### src/rtl/fp_pkg.sv
// rtl/fp_pkg.sv - shared widths, flag encoding and helpers for the small-float datapath
package fp_pkg;

  localparam int DEF_EXP_W = 4;
  localparam int DEF_MAN_W = 7;
  localparam int EXP_MAX   = (1 << DEF_EXP_W) - 1;
  localparam int SUM_W     = DEF_MAN_W + 2;

  // One-hot-free flag encoding: the result carries at most one flag
  typedef enum logic [1:0] {
    FLAG_NONE = 2'd0,
    FLAG_ZERO = 2'd1,
    FLAG_OVF  = 2'd2,
    FLAG_UNF  = 2'd3
  } flag_e;

  // Raw significand sum width: carry + hidden bit + stored mantissa
  function automatic int sum_w(input int man_w);
    return man_w + 2;
  endfunction

endpackage

### src/rtl/fp_lzc.sv
// rtl/fp_lzc.sv - combinational leading-zero counter, all-zero input returns W
module fp_lzc #(
  parameter int W     = 8,
  parameter int CNT_W = $clog2(W + 1)
) (
  input  logic [W-1:0]     din,
  output logic [CNT_W-1:0] cnt
);

  // Scan from the LSB upward so the highest set bit is the last to write the count
  always_comb begin
    cnt = CNT_W'(W);
    for (int i = 0; i < W; i++) begin
      if (din[i]) cnt = CNT_W'(W - 1 - i);
    end
  end

endmodule

### src/rtl/fp_norm_pipe.sv
// rtl/fp_norm_pipe.sv - 2-stage normaliser/exponent generator, optional FP_NORM_ROUND_EN rounding
module fp_norm_pipe
  import fp_pkg::*;
#(
  parameter int EXP_W = DEF_EXP_W,
  parameter int MAN_W = DEF_MAN_W
) (
  input  logic                   clk,
  input  logic                   rst_n,
  input  logic                   in_valid,
  output logic                   in_ready,
  input  logic                   in_xe_lt_ye,
  input  logic [EXP_W-1:0]       in_xe,
  input  logic [EXP_W-1:0]       in_ye,
  input  logic [MAN_W+1:0]       in_sum,
  output logic                   out_valid,
  input  logic                   out_ready,
  output logic [EXP_W-1:0]       out_ze,
  output logic [MAN_W-1:0]       out_zm,
  output logic                   out_zero,
  output logic                   out_ovf,
  output logic                   out_unf
);

  localparam int SW   = sum_w(MAN_W);
  localparam int LZ_W = $clog2(MAN_W + 2);
  localparam int XW   = EXP_W + 1;

  logic            s1_valid;
  logic [EXP_W-1:0] s1_ge;
  logic [SW-1:0]   s1_sum;
  logic [LZ_W-1:0] s1_lzc;
  logic            s2_valid;
  flag_e           s2_flag;

  logic            s1_adv;
  logic            s2_adv;
  logic [EXP_W-1:0] ge_in;
  logic [LZ_W-1:0] lzc_in;

  logic [XW-1:0]   ge_x;
  logic [XW-1:0]   ze_carry;
  logic [XW-1:0]   ze_shift;
  logic [MAN_W-1:0] zm_carry;
  logic [MAN_W-1:0] zm_shift;
  logic [EXP_W-1:0] nxt_ze;
  logic [MAN_W-1:0] nxt_zm;
  flag_e           nxt_flag;

  assign s2_adv   = !s2_valid || out_ready;
  assign s1_adv   = !s1_valid || s2_adv;
  assign in_ready = s1_adv;
  assign ge_in    = in_xe_lt_ye ? in_ye : in_xe;

  fp_lzc #(.W(MAN_W + 1), .CNT_W(LZ_W)) u_lzc (
    .din (in_sum[MAN_W:0]),
    .cnt (lzc_in)
  );

  // Stage 1: capture the larger exponent, raw sum and its leading-zero count
  always_ff @(posedge clk or negedge rst_n) begin
    if (!rst_n) begin
      s1_valid <= 1'b0;
      s1_ge    <= '0;
      s1_sum   <= '0;
      s1_lzc   <= '0;
    end else if (s1_adv) begin
      s1_valid <= in_valid;
      if (in_valid) begin
        s1_ge  <= ge_in;
        s1_sum <= in_sum;
        s1_lzc <= lzc_in;
      end
    end
  end

  // Stage 2 datapath: carry right-shift, zero, flush-to-zero underflow or left normalise
  always_comb begin
    ge_x     = {1'b0, s1_ge};
    zm_carry = s1_sum[MAN_W:1];
    ze_carry = ge_x + XW'(1);
`ifdef FP_NORM_ROUND_EN
    // Round half to even on the single dropped bit; a wrap bumps the exponent again
    if (s1_sum[0] && s1_sum[1]) begin
      if (&zm_carry) ze_carry = ze_carry + XW'(1);
      zm_carry = zm_carry + MAN_W'(1);
    end
`endif
    ze_shift = ge_x - XW'(s1_lzc);
    // Bit MAN_W is the hidden bit and always shifts out of the stored mantissa
    zm_shift = s1_sum[MAN_W-1:0] << s1_lzc;

    nxt_ze   = '0;
    nxt_zm   = '0;
    nxt_flag = FLAG_NONE;
    if (s1_sum[MAN_W+1]) begin
      if (ze_carry[EXP_W]) begin
        nxt_flag = FLAG_OVF;
        nxt_ze   = '1;
      end else begin
        nxt_ze = ze_carry[EXP_W-1:0];
        nxt_zm = zm_carry;
      end
    end else if (s1_sum[MAN_W:0] == '0) begin
      nxt_flag = FLAG_ZERO;
    end else if (ze_shift[EXP_W]) begin
      nxt_flag = FLAG_UNF;
    end else begin
      nxt_ze = ze_shift[EXP_W-1:0];
      nxt_zm = zm_shift;
    end
  end

  // Stage 2 register: result holds while the consumer stalls
  always_ff @(posedge clk or negedge rst_n) begin
    if (!rst_n) begin
      s2_valid <= 1'b0;
      out_ze   <= '0;
      out_zm   <= '0;
      s2_flag  <= FLAG_NONE;
    end else if (s2_adv) begin
      s2_valid <= s1_valid;
      if (s1_valid) begin
        out_ze  <= nxt_ze;
        out_zm  <= nxt_zm;
        s2_flag <= nxt_flag;
      end
    end
  end

  assign out_valid = s2_valid;
  assign out_zero  = (s2_flag == FLAG_ZERO);
  assign out_ovf   = (s2_flag == FLAG_OVF);
  assign out_unf   = (s2_flag == FLAG_UNF);

endmodule

### config.mk
export PLATFORM = sky130hd
export DESIGN_NAME = fp_norm_pipe
export DESIGN_NICKNAME = d
export VERILOG_FILES = /design/src/rtl/fp_pkg.sv /design/src/rtl/fp_lzc.sv /design/src/rtl/fp_norm_pipe.sv
export SDC_FILE = /design/constraint.sdc
export NUM_CORES = 1
export LEC_CHECK = 0
export ABC_AREA = 1
export BUFFER_PORTS_ARGS = -buffer_cell sky130_fd_sc_hd__buf_2
export CAP_MARGIN = 30
export CELL_PAD_IN_SITES_DETAIL_PLACEMENT = 1
export CELL_PAD_IN_SITES_GLOBAL_PLACEMENT = 1
export CORE_UTILIZATION = 36
export DETAILED_ROUTE_END_ITERATION = 16
export HOLD_SLACK_MARGIN = 0.06
export PLACE_DENSITY_LB_ADDON = 0.1
export SLEW_MARGIN = 20
export SYNTH_ARGS = -nofsm -noshare
export SYNTH_HDL_FRONTEND = slang
export SYNTH_SLANG_ARGS = --single-unit
export TNS_END_PERCENT = 50
### constraint.sdc
create_clock -name clk -period 1.56 [get_ports clk]
set_input_delay 0.234 -clock clk [delete_from_list [all_inputs] [get_ports clk]]
set_output_delay 0.234 -clock clk [all_outputs]
set_load 0.02 [all_outputs]
==> results.json <==
{
  "rrSetupSlack_ns": -0.17,
  "startpoint_type": "register",
  "min_period_ns": 1.73,
  "maxCapViolCount": 0,
  "antenna_found_initial": 0,
  "placed_cells": 380,
  "grt_pass1_vias": 1847,
  "r2r-end": "out_ze[3]$_DFFE_PN0P_",
  "final_core_util": 0.493,
  "relSlewSlack": 0.716,
  "worstMarginPinSlew_ns": 0.423,
  "critPathCapture": "out_ze[3]$_DFFE_PN0P_",
  "clk_latency_ns": 0.29,
  "clockPowerShare": 0.208,
  "cts.root.buffer_cell": "clkbuf_8",
  "wl_mm": 5.17,
  "vias_per_cell": 4.69,
  "gp_congestion": 0.845,
  "switching_share": 0.404,
  "core_area_mm2": 0.00514,
  "gr-usage-all-layers": 0.203,
  "syn_area_per_cell_um2": 7.45,
  "fin_area_mm2": 0.00253,
  "worst_ep_required_time_ns": 1.79,
  "die_area_mm2": 0.00570,
  "dpl_cell_area_mm2": 0.00232,
  "grt-ovfl-total": 0,
  "slowest_delay_ns": 0.41,
  "p_int_w": 0.00193,
  "grt_pass1_wl_mm": 8.53,
  "arrival_ns": 1.96,
  "cts_buffer_depth": 2,
  "wl_per_cell_um": 13.1,
  "area_delta_synth_final_pct": 30.3,
  "synthMuxAreaShare": 0,
  "drc_errors": 0,
  "synth_top_family_by_area": "simple AND/OR/NAND/NOR gates",
  "yosysSeqAreaShare": 0.412,
  "crit_slowest_cell": "dfrtp_1",
  "htreeDepth": 2,
  "via_count": 1851,
  "die_h_um": 75.5,
  "combPwrFrac": 0.428,
  "crit_type": "reg2reg",
  "synth-xor-area-share": 0.00450,
  "synth_nets": 289,
  "cts_buffers": 5,
  "r2r_cells": 9,
  "diodes": 0,
  "hold_violations": 0,
  "critical_path.endpoint_type": "register",
  "synth_compound_area_frac": 0.152,
  "cp.buffers_inverters": 1,
  "cp_max_fo": 6,
  "nets": 352,
  "floorplan.rows": 26,
  "violations": "setup timing",
  "cts_tree": "yes",
  "place_hpwl_mm": 3.96,
  "yosysWarnings": 0,
  "stdcell_count": 395,
  "p_seq_frac": 0.363,
  "drtIter0Drc": 98,
  "grt_max_degree": 33,
  "cpMostUsedCell": "nand3_2",
  "die_w_um": 75.5,
  "fin_ws_ns": -0.174,
  "cp_cell_sequence": "ha_4 -> fa_2 -> inv_2 -> nand3_2 -> nand2_4 -> o21ai_4 -> nor2_4 -> nand3_2 -> a21oi_2",
  "peakVddDrop_mv": 0.594,
  "drv_slew": 0,
  "period_share": 1.11,
  "cp.depth": 9,
  "clock_skew_ns": 0.0134,
  "cts.sinks": 32,
  "status": "finished, violations left",
  "synth_simple_gate_area_frac": 0.287,
  "drive_above_1_share": 0.308,
  "dpl_worst_slack_ns": -0.177,
  "fmax_mhz": 577,
  "first_pass_iters": 4,
  "setup_viol": 12,
  "port_buffers": 37,
  "yosysUniqueCellTypes": 30,
  "synth_area_mm2": 0.00195,
  "startpoint": "s1_lzc[0]$_DFFE_PN0P_",
  "synth_fa_ha_area_frac": 0.0424,
  "path_clk_slew_ns": 0.07,
  "p_switching_w": 0.00131,
  "ant_nets": 0,
  "synth_seq_cells": 32,
  "cp_top_family": "adder cells",
  "boundaryPins": 38,
  "p_leak_nw": 1.31,
  "start_util": 0.379,
  "synth_cells": 261,
  "r2r-start": "s1_lzc[0]$_DFFE_PN0P_",
  "min_path_type": "in2reg",
  "rsz0062_at_grt": "true",
  "power_density_mw_per_mm2": 1280
}
Yosys cell counts, drive strengths merged:
library cell  count  area share
inv              38       0.076
nor3              2      0.0051
nand3            29       0.080
dfrtp            32        0.41
nor4              1      0.0032
buf               7       0.026
o21ai            27       0.075
nor2             26       0.058
nand4             1      0.0032
or2               1      0.0032
and3              1      0.0032
nand3b            3       0.012
o22ai             1      0.0032
xnor2             1      0.0045
ha                5       0.032
nand2            61        0.12
a21oi            21       0.062
fa                1       0.010
o211ai            3       0.012
how the worst min path moves through the flow:
stage          startpoint                     to  slack (ns)  depth (start not counted)
2_1_floorplan       rst_n  out_valid$_DFFE_PN0P_       -0.06                          0
3_3_place_gp        rst_n  out_ze[2]$_DFFE_PN0P_        0.28                          2
3_5_place_dp        rst_n  out_ze[3]$_DFFE_PN0P_        0.28                          2
4_1_cts         in_sum[8]  s1_sum[8]$_DFFE_PN0P_        0.15                          3
5_1_grt         in_sum[8]  s1_sum[8]$_DFFE_PN0P_        0.17                          3
6_report        in_sum[8]  s1_sum[8]$_DFFE_PN0P_        0.16                          3
stage by stage:
step	TNS (ns)	total power [W]	hold WS [ns]
final	-1.71	0.00324	0.157
after global routing	-3.09	0.00349	0.172
after CTS	-1.38	0.00320	0.155
after detailed placement	-1.32	0.00247	0.282
after global placement	-0.685	0.00244	0.281
after floorplan	-0.437	0.00202	-0.0616
sequential cells by signal, indices dropped and copies added, names as in the netlist:
name,cells
out_ze,4
out_zm,7
s2_flag,2
out_valid,1
s1_sum,9
s1_valid,1
s1_ge,4
s1_lzc,4
metal layers:
metal  track usage  vias to the layer above  share of wire
li1              -                      974              -
met1         0.268                      840           0.49
met2         0.336                       32           0.48
met3        0.0437                        5          0.026
met4        0.0556                        0          0.012
met5             0                        -              0
cells in the final DEF (no fill, tap or decap), types with 9 or more instances in the layout:
cell,count
nand2_1,58
buf_2,37
inv_1,33
dfrtp_1,32
nor2_1,24
o21ai_0,24
buf_4,24
nand3_1,23
a21oi_1,12
a21oi_2,9
cells by family (layout without fill, tap and decap cells):
group | Yosys count | in the layout
AO/OA/AOI/OAI | 52 | 52
XOR/XNOR | 1 | 1
adder cells (fa/ha/maj) | 6 | 6
buffers and inverters | 45 | 109
flip-flops | 32 | 32
AND/OR/NAND/NOR | 125 | 125
worst min-delay path: cells and delay by family:
kind                   cells  cell delay, ns
buffers and inverters      1            0.07
AOI/OAI and AO/OA          1            0.06
and+or+nand+nor            1            0.04
what timing repair did:
item / 4_1_cts / 5_1_grt
setup buffers: 3 / 3
pin swaps: 6 / 9
hold buffers: 1 / 0
gates resized for setup: 7 / 9
hold endpoints to repair: 32 / 0
endpoints found under the setup margin: 12 / 13
power groups by stage:
stage          registers, W  clock network [W]  logic [W]
2_1_floorplan       0.00132                  0   0.000698
3_3_place_gp        0.00118                  0    0.00126
3_5_place_dp        0.00119                  0    0.00127
4_1_cts             0.00118           0.000689    0.00133
5_1_grt             0.00121           0.000721    0.00156
6_report            0.00118           0.000674    0.00139
cell type report:
class                           instances  area, um^2
Fill cell                             681        2610
Inverter                               38         148
Tap cell                               70        87.6
Clock buffer                            6        82.6
Multi-Input combinational cell        184        1020
Timing Repair Buffer                   63         387
Clock inverter                          2        10.0
Sequential cell                        32         801
Power figures use the tool's default switching activity.
